## src/rtl/if_id_skid_stage_pkg.sv

```systemverilog
// ============================================================================
//  Module   : pipe_pkg
//  Purpose  : Shared constants for the IF/ID elastic stage: the default bubble
//             instruction, the occupancy state encoding and the PC increments.
//  Revision : 1.0  initial release
// ============================================================================
`default_nettype none

package pipe_pkg;

    // Instruction word presented for bubbles (all-zero is a MIPS-style NOP)
    localparam logic [31:0] NOP_WORD_DEFAULT = 32'h0000_0000;

    // Occupancy encoding, which doubles as the stage state
    localparam logic [1:0] OCC_EMPTY = 2'd0;
    localparam logic [1:0] OCC_ONE   = 2'd1;
    localparam logic [1:0] OCC_TWO   = 2'd2;

    // Sequential PC increments precomputed at capture
    localparam int unsigned PC_INC4 = 4;
    localparam int unsigned PC_INC8 = 8;

endpackage

`default_nettype wire

```

## src/rtl/if_id_skid_stage_if.sv

```systemverilog
// ============================================================================
//  Module   : if_id_skid_stage_if
//  Purpose  : Fetch/decode handshake bundle for the IF/ID elastic stage.
//             master = fetch/decode environment, slave = the stage itself.
//             Optional IFID_ADEL_CHK_EN adds the out_adel signal.
//  Revision : 1.0  initial release
// ============================================================================
`default_nettype none

interface if_id_skid_stage_if #(
    parameter int IW = 32,
    parameter int AW = 32
);
    logic          flush;
    logic          in_valid;
    logic          in_ready;
    logic [AW-1:0] in_pc;
    logic [IW-1:0] in_instr;
    logic          out_valid;
    logic          out_ready;
    logic [AW-1:0] out_pc;
    logic [IW-1:0] out_instr;
    logic [AW-1:0] out_pc4;
    logic [AW-1:0] out_pc8;
    logic [1:0]    occupancy;
`ifdef IFID_ADEL_CHK_EN
    logic          out_adel;
`endif

    modport master (
        output flush, in_valid, in_pc, in_instr, out_ready,
`ifdef IFID_ADEL_CHK_EN
        input  out_adel,
`endif
        input  in_ready, out_valid, out_pc, out_instr, out_pc4, out_pc8, occupancy
    );

    modport slave (
        input  flush, in_valid, in_pc, in_instr, out_ready,
`ifdef IFID_ADEL_CHK_EN
        output out_adel,
`endif
        output in_ready, out_valid, out_pc, out_instr, out_pc4, out_pc8, occupancy
    );

endinterface

`default_nettype wire

```

## src/rtl/if_id_skid_stage_entry.sv

```systemverilog
// ============================================================================
//  Module   : pipe_entry
//  Purpose  : One storage slot of the IF/ID stage: {valid, pc, instr, pc4,
//             pc8[, adel]} with load and clear. Clear squashes to a bubble
//             but keeps the PC fields; reset zeroes everything.
//             Optional IFID_ADEL_CHK_EN adds the adel field.
//  Revision : 1.0  initial release
// ============================================================================
`default_nettype none

module pipe_entry #(
    parameter int            IW       = 32,
    parameter int            AW       = 32,
    parameter logic [IW-1:0] NOP_WORD = '0
) (
    input  wire logic          clk,
    input  wire logic          reset,
    input  wire logic          load_i,
    input  wire logic          clear_i,
    input  wire logic [AW-1:0] pc_i,
    input  wire logic [IW-1:0] instr_i,
    input  wire logic [AW-1:0] pc4_i,
    input  wire logic [AW-1:0] pc8_i,
`ifdef IFID_ADEL_CHK_EN
    input  wire logic          adel_i,
    output logic               adel_o,
`endif
    output logic               valid_o,
    output logic [AW-1:0]      pc_o,
    output logic [IW-1:0]      instr_o,
    output logic [AW-1:0]      pc4_o,
    output logic [AW-1:0]      pc8_o
);

    logic          valid_q;
    logic [AW-1:0] pc_q;
    logic [IW-1:0] instr_q;
    logic [AW-1:0] pc4_q;
    logic [AW-1:0] pc8_q;
`ifdef IFID_ADEL_CHK_EN
    logic          adel_q;
`endif

    // Slot register: reset > clear (bubble, PC kept) > load
    always_ff @(posedge clk) begin
        if (reset) begin
            valid_q <= 1'b0;
            pc_q    <= '0;
            instr_q <= NOP_WORD;
            pc4_q   <= '0;
            pc8_q   <= '0;
`ifdef IFID_ADEL_CHK_EN
            adel_q  <= 1'b0;
`endif
        end else if (clear_i) begin
            valid_q <= 1'b0;
            instr_q <= NOP_WORD;
`ifdef IFID_ADEL_CHK_EN
            adel_q  <= 1'b0;
`endif
        end else if (load_i) begin
            valid_q <= 1'b1;
            pc_q    <= pc_i;
            instr_q <= instr_i;
            pc4_q   <= pc4_i;
            pc8_q   <= pc8_i;
`ifdef IFID_ADEL_CHK_EN
            adel_q  <= adel_i;
`endif
        end
    end

    assign valid_o = valid_q;
    assign pc_o    = pc_q;
    assign instr_o = instr_q;
    assign pc4_o   = pc4_q;
    assign pc8_o   = pc8_q;
`ifdef IFID_ADEL_CHK_EN
    assign adel_o  = adel_q;
`endif

endmodule

`default_nettype wire

```

## src/rtl/if_id_skid_stage.sv

```systemverilog
// ============================================================================
//  Module   : if_id_skid_stage
//  Purpose  : Two-entry elastic IF/ID stage (head + skid) with valid/ready
//             handshake, flush-to-bubble and PC+4/PC+8 derived at capture.
//             in_ready is registered (= !skid valid).
//             Optional IFID_ADEL_CHK_EN flags misaligned fetch PCs (out_adel).
//  Revision : 1.0  initial release
// ============================================================================
`default_nettype none

module if_id_skid_stage
    import pipe_pkg::*;
#(
    parameter int            IW       = 32,
    parameter int            AW       = 32,
    parameter logic [IW-1:0] NOP_WORD = IW'(NOP_WORD_DEFAULT)
) (
    input  wire logic            clk,
    input  wire logic            reset,
    if_id_skid_stage_if.slave    bus
);

    logic [1:0]    state_q, state_d;
    logic          push, pop;
    logic          head_load, head_from_skid, head_clear;
    logic          skid_load, skid_clear;

    logic          head_valid, skid_valid;
    logic [AW-1:0] skid_pc, skid_pc4, skid_pc8;
    logic [IW-1:0] skid_instr;

    logic [AW-1:0] cap_pc4, cap_pc8;
    logic [IW-1:0] cap_instr;
    logic [AW-1:0] head_pc_in, head_pc4_in, head_pc8_in;
    logic [IW-1:0] head_instr_in;

    assign push = bus.in_valid && !skid_valid;
    assign pop  = head_valid && bus.out_ready;

    // Capture-side derived fields; the increments wrap silently
    assign cap_pc4 = bus.in_pc + AW'(PC_INC4);
    assign cap_pc8 = bus.in_pc + AW'(PC_INC8);

`ifdef IFID_ADEL_CHK_EN
    logic cap_adel, skid_adel, head_adel_in;
    assign cap_adel     = |bus.in_pc[1:0];
    // A misaligned fetch carries a bubble instruction but stays valid
    assign cap_instr    = cap_adel ? NOP_WORD : bus.in_instr;
    assign head_adel_in = head_from_skid ? skid_adel : cap_adel;
`else
    assign cap_instr    = bus.in_instr;
`endif

    assign head_pc_in    = head_from_skid ? skid_pc    : bus.in_pc;
    assign head_instr_in = head_from_skid ? skid_instr : cap_instr;
    assign head_pc4_in   = head_from_skid ? skid_pc4   : cap_pc4;
    assign head_pc8_in   = head_from_skid ? skid_pc8   : cap_pc8;

    // Occupancy state transitions and entry controls; flush wins over push/pop
    always_comb begin
        state_d        = state_q;
        head_load      = 1'b0;
        head_from_skid = 1'b0;
        head_clear     = 1'b0;
        skid_load      = 1'b0;
        skid_clear     = 1'b0;
        if (bus.flush) begin
            state_d    = OCC_EMPTY;
            head_clear = 1'b1;
            skid_clear = 1'b1;
        end else begin
            case (state_q)
                OCC_EMPTY: begin
                    if (push) begin
                        head_load = 1'b1;
                        state_d   = OCC_ONE;
                    end
                end
                OCC_ONE: begin
                    if (push && pop) begin
                        head_load = 1'b1;
                    end else if (push) begin
                        skid_load = 1'b1;
                        state_d   = OCC_TWO;
                    end else if (pop) begin
                        head_clear = 1'b1;
                        state_d    = OCC_EMPTY;
                    end
                end
                OCC_TWO: begin
                    if (pop) begin
                        head_load      = 1'b1;
                        head_from_skid = 1'b1;
                        skid_clear     = 1'b1;
                        state_d        = OCC_ONE;
                    end
                end
                default: begin
                    state_d    = OCC_EMPTY;
                    head_clear = 1'b1;
                    skid_clear = 1'b1;
                end
            endcase
        end
    end

    // Occupancy state register
    always_ff @(posedge clk) begin
        if (reset) state_q <= OCC_EMPTY;
        else       state_q <= state_d;
    end

    pipe_entry #(.IW(IW), .AW(AW), .NOP_WORD(NOP_WORD)) u_head (
        .clk     (clk),
        .reset   (reset),
        .load_i  (head_load),
        .clear_i (head_clear),
        .pc_i    (head_pc_in),
        .instr_i (head_instr_in),
        .pc4_i   (head_pc4_in),
        .pc8_i   (head_pc8_in),
`ifdef IFID_ADEL_CHK_EN
        .adel_i  (head_adel_in),
        .adel_o  (bus.out_adel),
`endif
        .valid_o (head_valid),
        .pc_o    (bus.out_pc),
        .instr_o (bus.out_instr),
        .pc4_o   (bus.out_pc4),
        .pc8_o   (bus.out_pc8)
    );

    pipe_entry #(.IW(IW), .AW(AW), .NOP_WORD(NOP_WORD)) u_skid (
        .clk     (clk),
        .reset   (reset),
        .load_i  (skid_load),
        .clear_i (skid_clear),
        .pc_i    (bus.in_pc),
        .instr_i (cap_instr),
        .pc4_i   (cap_pc4),
        .pc8_i   (cap_pc8),
`ifdef IFID_ADEL_CHK_EN
        .adel_i  (cap_adel),
        .adel_o  (skid_adel),
`endif
        .valid_o (skid_valid),
        .pc_o    (skid_pc),
        .instr_o (skid_instr),
        .pc4_o   (skid_pc4),
        .pc8_o   (skid_pc8)
    );

    assign bus.out_valid = head_valid;
    assign bus.in_ready  = !skid_valid;
    assign bus.occupancy = state_q;

endmodule

`default_nettype wire

```

## src/flat_wrapper.sv

```systemverilog
// flat-port wrapper written by rule: the top's interface ports become plain ports
module if_id_skid_stage_flat import pipe_pkg::*;
#(
    parameter int            IW       = 32,
    parameter int            AW       = 32,
    parameter logic [IW-1:0] NOP_WORD = IW'(NOP_WORD_DEFAULT)
)
  (clk, reset, bus_flush, bus_in_valid, bus_in_pc, bus_in_instr, bus_out_ready, bus_in_ready, bus_out_valid, bus_out_pc, bus_out_instr, bus_out_pc4, bus_out_pc8, bus_occupancy);
  if_id_skid_stage_if #(.IW(IW), .AW(AW)) bus_i ();
  input  wire logic clk;
  input  wire logic reset;
  input wire logic [$bits(bus_i.flush)-1:0] bus_flush;
  input wire logic [$bits(bus_i.in_valid)-1:0] bus_in_valid;
  input wire logic [$bits(bus_i.in_pc)-1:0] bus_in_pc;
  input wire logic [$bits(bus_i.in_instr)-1:0] bus_in_instr;
  input wire logic [$bits(bus_i.out_ready)-1:0] bus_out_ready;
  output wire logic [$bits(bus_i.in_ready)-1:0] bus_in_ready;
  output wire logic [$bits(bus_i.out_valid)-1:0] bus_out_valid;
  output wire logic [$bits(bus_i.out_pc)-1:0] bus_out_pc;
  output wire logic [$bits(bus_i.out_instr)-1:0] bus_out_instr;
  output wire logic [$bits(bus_i.out_pc4)-1:0] bus_out_pc4;
  output wire logic [$bits(bus_i.out_pc8)-1:0] bus_out_pc8;
  output wire logic [$bits(bus_i.occupancy)-1:0] bus_occupancy;
  assign bus_i.flush = bus_flush;
  assign bus_i.in_valid = bus_in_valid;
  assign bus_i.in_pc = bus_in_pc;
  assign bus_i.in_instr = bus_in_instr;
  assign bus_i.out_ready = bus_out_ready;
  assign bus_in_ready = bus_i.in_ready;
  assign bus_out_valid = bus_i.out_valid;
  assign bus_out_pc = bus_i.out_pc;
  assign bus_out_instr = bus_i.out_instr;
  assign bus_out_pc4 = bus_i.out_pc4;
  assign bus_out_pc8 = bus_i.out_pc8;
  assign bus_occupancy = bus_i.occupancy;
  if_id_skid_stage #(.IW(IW), .AW(AW), .NOP_WORD(NOP_WORD)) u_core (.clk(clk), .reset(reset), .bus(bus_i));
endmodule
```

## config.mk

```make
export PLATFORM = sky130hd
export DESIGN_NAME = if_id_skid_stage_flat
export DESIGN_NICKNAME = d
export VERILOG_FILES = /design/src/rtl/if_id_skid_stage_pkg.sv /design/src/rtl/if_id_skid_stage_if.sv /design/src/rtl/if_id_skid_stage_entry.sv /design/src/rtl/if_id_skid_stage.sv /design/src/flat_wrapper.sv
export SDC_FILE = /design/constraint.sdc
export NUM_CORES = 1
export LEC_CHECK = 0
export CAP_MARGIN = 15
export CORE_ASPECT_RATIO = 0.6
export CORE_MARGIN = 1.5
export CORE_UTILIZATION = 49
export DETAILED_ROUTE_END_ITERATION = 6
export HOLD_SLACK_MARGIN = 0.05
export PLACE_DENSITY = 0.73
export SYNTH_ARGS = -nofsm -noshare
export SYNTH_HDL_FRONTEND = slang
export SYNTH_HIERARCHICAL = 1
export SYNTH_SLANG_ARGS = --single-unit
```

## constraint.sdc

```tcl
create_clock -name clk -period 3.4 [get_ports clk]
set_clock_uncertainty 0.1 [all_clocks]
set_input_delay 0.68 -clock clk [delete_from_list [all_inputs] [get_ports clk]]
set_output_delay 0.68 -clock clk [all_outputs]
set_load 0.01 [all_outputs]
```

==> run_results.csv <==
group,metric,value,unit
outcome,status,"finished clean",
cells_and_area,final_nets,1881,
cells_and_area,fin_util,61.3,%
cts,clk_pin_slew_worst_paths,60,ps
drt,drc,0,
cts,cts-root-buf,"clkbuf_16",
timing,fin_setup_tns,0,ps
drt,vias,12900,
cells_and_area,drive_above_1_share,13.2,%
cells_and_area,seqCellArea,5200,um2
min_path,whs_endpoint,"u_core/u_head/pc8_o[3]$_SDFFE_PP0P_",
worst_setup_path,worst_setup_path_start_kind,"input pin",
cts,cts-htree-levels,1,
floorplan,ios,201,
cts,cts_tree,"built",
min_path,hold_class,"flip-flop to flip-flop",
synthesis,ys_seq_area_share,35.5,%
drt,wl_per_cell,19.7,um
cells_and_area,antenna_cells,0,
timing,tightest_slew,896,ps
drt,wirelength,43800,um
worst_setup_path,crit_buf_inv,1,
power_and_ir_drop,max-vdd-ir-drop,350,uV
synthesis,synth_fp_nets,1743,
floorplan,start_util,50.4,%
drt,dr.pass1.iters,7,
place,io_buffers,200,
global_route,grt_pass1_wl,67800,um
floorplan,die_h,137,um
synthesis,syn-cell-area,14700,um2
synthesis,synth_ff_type,"dfxtp_1",
timing,setup_violations,0,
drt,drtIter0Drc,1377,
worst_setup_path,end_kind,"flip-flop",
cts,hold_buffers,0,
worst_setup_path,crit_path_top_delay_cell,"clkdlybuf4s50_1",
floorplan,fp.dieW,226,um
floorplan,die_area,31000,um2
min_path,min_from,"u_core/u_head/pc8_o[3]$_SDFFE_PP0P_",
synthesis,avgSynthCellArea,8.76,um2
drt,ant_nets,0,
global_route,grt_max_degree,248,
global_route,grt_usage,27.7,%
cells_and_area,fillCellCount,2532,
power_and_ir_drop,power,7.10,mW
worst_setup_path,crit_arrival,3350,ps
worst_setup_path,rr_endpoint,"u_core/u_head/pc_o[26]$_SDFFE_PP0P_",
synthesis,yosysUniqueCellTypes,50,
cts,clkLatencyLatePin,550,ps
synthesis,ys_ff_latch,260,
synthesis,yosysWarnings,6,
cts,cts_inserted_buffers,27,
worst_setup_path,reg2reg_from,"u_core/bus.occupancy[0]$_SDFFE_PP0P_",
place,dp_hpwl,28700,um
global_route,grt_pass1_vias,11900,
worst_setup_path,required,3780,ps
worst_setup_path,path_delay_family,"simple AND/OR/NAND/NOR gates",
power_and_ir_drop,cellLeakagePower,6.32,nW
min_path,min_delay_path_depth,2,
timing,relSlewSlack,40.2,%
worst_setup_path,crit_type,"input pin to flip-flop",
cts,clock_sink_count,260,
global_route,grt_antenna_before_repair,1,
worst_setup_path,critPathMaxStageDelay,600,ps
timing,fin_crit,2970,ps
synthesis,synthCells,1672,
worst_setup_path,cp_max_fo,14,
floorplan,rows,48,
timing,drv_slew,0,
cells_and_area,syn2layout_area_growth,21.6,%
drt,viasPerCell,5.77,
cts,postCtsSetupBuffers,0,
synthesis,ys_async_sr_fraction,0,%
power_and_ir_drop,power_density,398,nW/um2
worst_setup_path,r2r_cells,7,
place,gp_congestion,0.915,
run,timing.max_cap.violations,0,
floorplan,core,29100,um2
synthesis,synth_edf_count,0,
timing,grt_setup_unrepaired,"no",
timing,finalHoldViolCount,0,
global_route,grt_overflow,0,
timing,min_period_over_period,87.4,%
timing,fmax,0.337,GHz
cts,cts_buffer_depth,3,
cells_and_area,multiInputGateArea,8410,um2
worst_setup_path,timing.reg2reg.setup_slack,1150,ps
cts,cts-resized-gates,0,
worst_setup_path,path_cells,"clkdlybuf4s50_1 -> ha_1 -> nand3_2 -> or2_2 -> or4_1 -> a31oi_1 -> nand4bb_1 -> o21ai_1",
synth_stat cells, types with 15 or more instances:
master | n | area share [%]
xnor2_1 | 20 | 1.2
nand4bb_1 | 192 | 15
nand2b_1 | 196 | 8.4
clkbuf_1 | 75 | 1.9
o21ai_1 | 112 | 3.8
dfxtp_1 | 260 | 36
nand3_1 | 20 | 0.68
nor2_1 | 112 | 2.9
mux2_2 | 22 | 1.7
buf_2 | 44 | 1.5
or4_1 | 20 | 1.0
mux2i_1 | 65 | 4.4
buf_6 | 24 | 1.8
a31oi_1 | 17 | 0.73
o21ai_2 | 80 | 4.8
xor2_1 | 18 | 1.1
nand4_1 | 17 | 0.73
o21ai_0 | 15 | 0.51
nand2_1 | 249 | 6.4
worst max-delay path by stage:
stage                        from  cells past startpoint  slack (ps)                                    to
floorplan           bus_in_pc[11]                      8         820  u_core/u_head/pc4_o[25]$_SDFFE_PP0P_
global placement     bus_in_pc[6]                      7          80  u_core/u_head/pc8_o[26]$_SDFFE_PP0P_
detailed placement   bus_in_pc[3]                      8          20  u_core/u_head/pc4_o[25]$_SDFFE_PP0P_
CTS                  bus_in_pc[3]                      8         560  u_core/u_head/pc4_o[31]$_SDFFE_PP0P_
global route         bus_in_pc[3]                      8         360  u_core/u_head/pc4_o[31]$_SDFFE_PP0P_
finish               bus_in_pc[3]                      8         430  u_core/u_head/pc4_o[31]$_SDFFE_PP0P_
cell type report:
type / instances / area share [%]
Sequential cell: 260 / 29.2
Inverter: 9 / 0.190
Tap cell: 400 / 2.81
Timing Repair Buffer: 278 / 15.6
Multi-Input combinational cell: 1234 / 47.2
Clock buffer: 42 / 4.56
Clock inverter: 5 / 0.421
layout by cell type, fill, tap and decap left out, types with 22 or more instances in the layout:
| cell type | synthesis | routed |
|---|---|---|
| buf_4 | 8 | 63 |
| clkbuf_16 | 0 | 27 |
| clkdlybuf4s50_1 | 0 | 199 |
| dfxtp_1 | 260 | 260 |
| mux2_2 | 22 | 22 |
| mux2i_1 | 65 | 65 |
| nand2_1 | 249 | 249 |
| nand2b_1 | 196 | 194 |
| nand4bb_1 | 192 | 192 |
| nor2_1 | 112 | 111 |
| o21ai_1 | 112 | 112 |
| o21ai_2 | 80 | 80 |
report_power, final:
part / total (mW) / switching [mW] / internal, mW
logic: 0.909 / 0.474 / 0.435
clock network: 3.04 / 1.26 / 1.78
registers: 3.14 / 0.0378 / 3.11
layer usage:
metal / vias up / routed length (um) / global-route usage, %
met5: - / 19 / 0
met4: 2 / 579 / 4.89
met3: 54 / 3350 / 6.14
met2: 422 / 18900 / 41.2
met1: 6254 / 21000 / 41.1
li1: 6127 / - / -
sequential cells by signal (all words and copies together) (netlist names):
signal,count
u_core/u_skid/pc8_o,32
u_core/u_head/instr_o,32
u_core/u_head/pc_o,32
u_core/u_skid/pc4_o,32
u_core/u_head/pc8_o,32
u_core/u_head/valid_o,1
u_core/bus.occupancy,2
u_core/u_skid/valid_o,1
u_core/u_skid/instr_o,32
u_core/u_skid/pc_o,32
u_core/u_head/pc4_o,32
cells by family (layout without fill, tap and decap cells):
family,after synthesis,after routing,share of synthesized area [%]
compound gates,253,253,11.4
xor+xnor,38,38,2.27
fa+ha+maj,2,2,0.171
buf+inv,178,334,7.28
flops,260,260,35.5
mux,87,87,6.13
simple gates,854,854,37.3
per-stage QoR:
step	instance area [um2]	instances	hold WS, ps	setup slack, ps
floorplan	14700	1672	340	816
finish	17800	2228	362	429
detailed placement	16900	2181	353	24.4
global route	17800	2228	378	358
global placement	16900	2180	348	83.4
CTS	17800	2228	366	560
worst register-to-register path, cell delays in order, from the launching register on:
cell and delay, ps:
dfxtp_1 480, nand4b_1 230, or2_4 420, buf_4 500, nand2_1 160, nand2_1 80
nand4bb_1 150, o21ai_2 80
No activity file was read; power rests on OpenSTA's default activity.
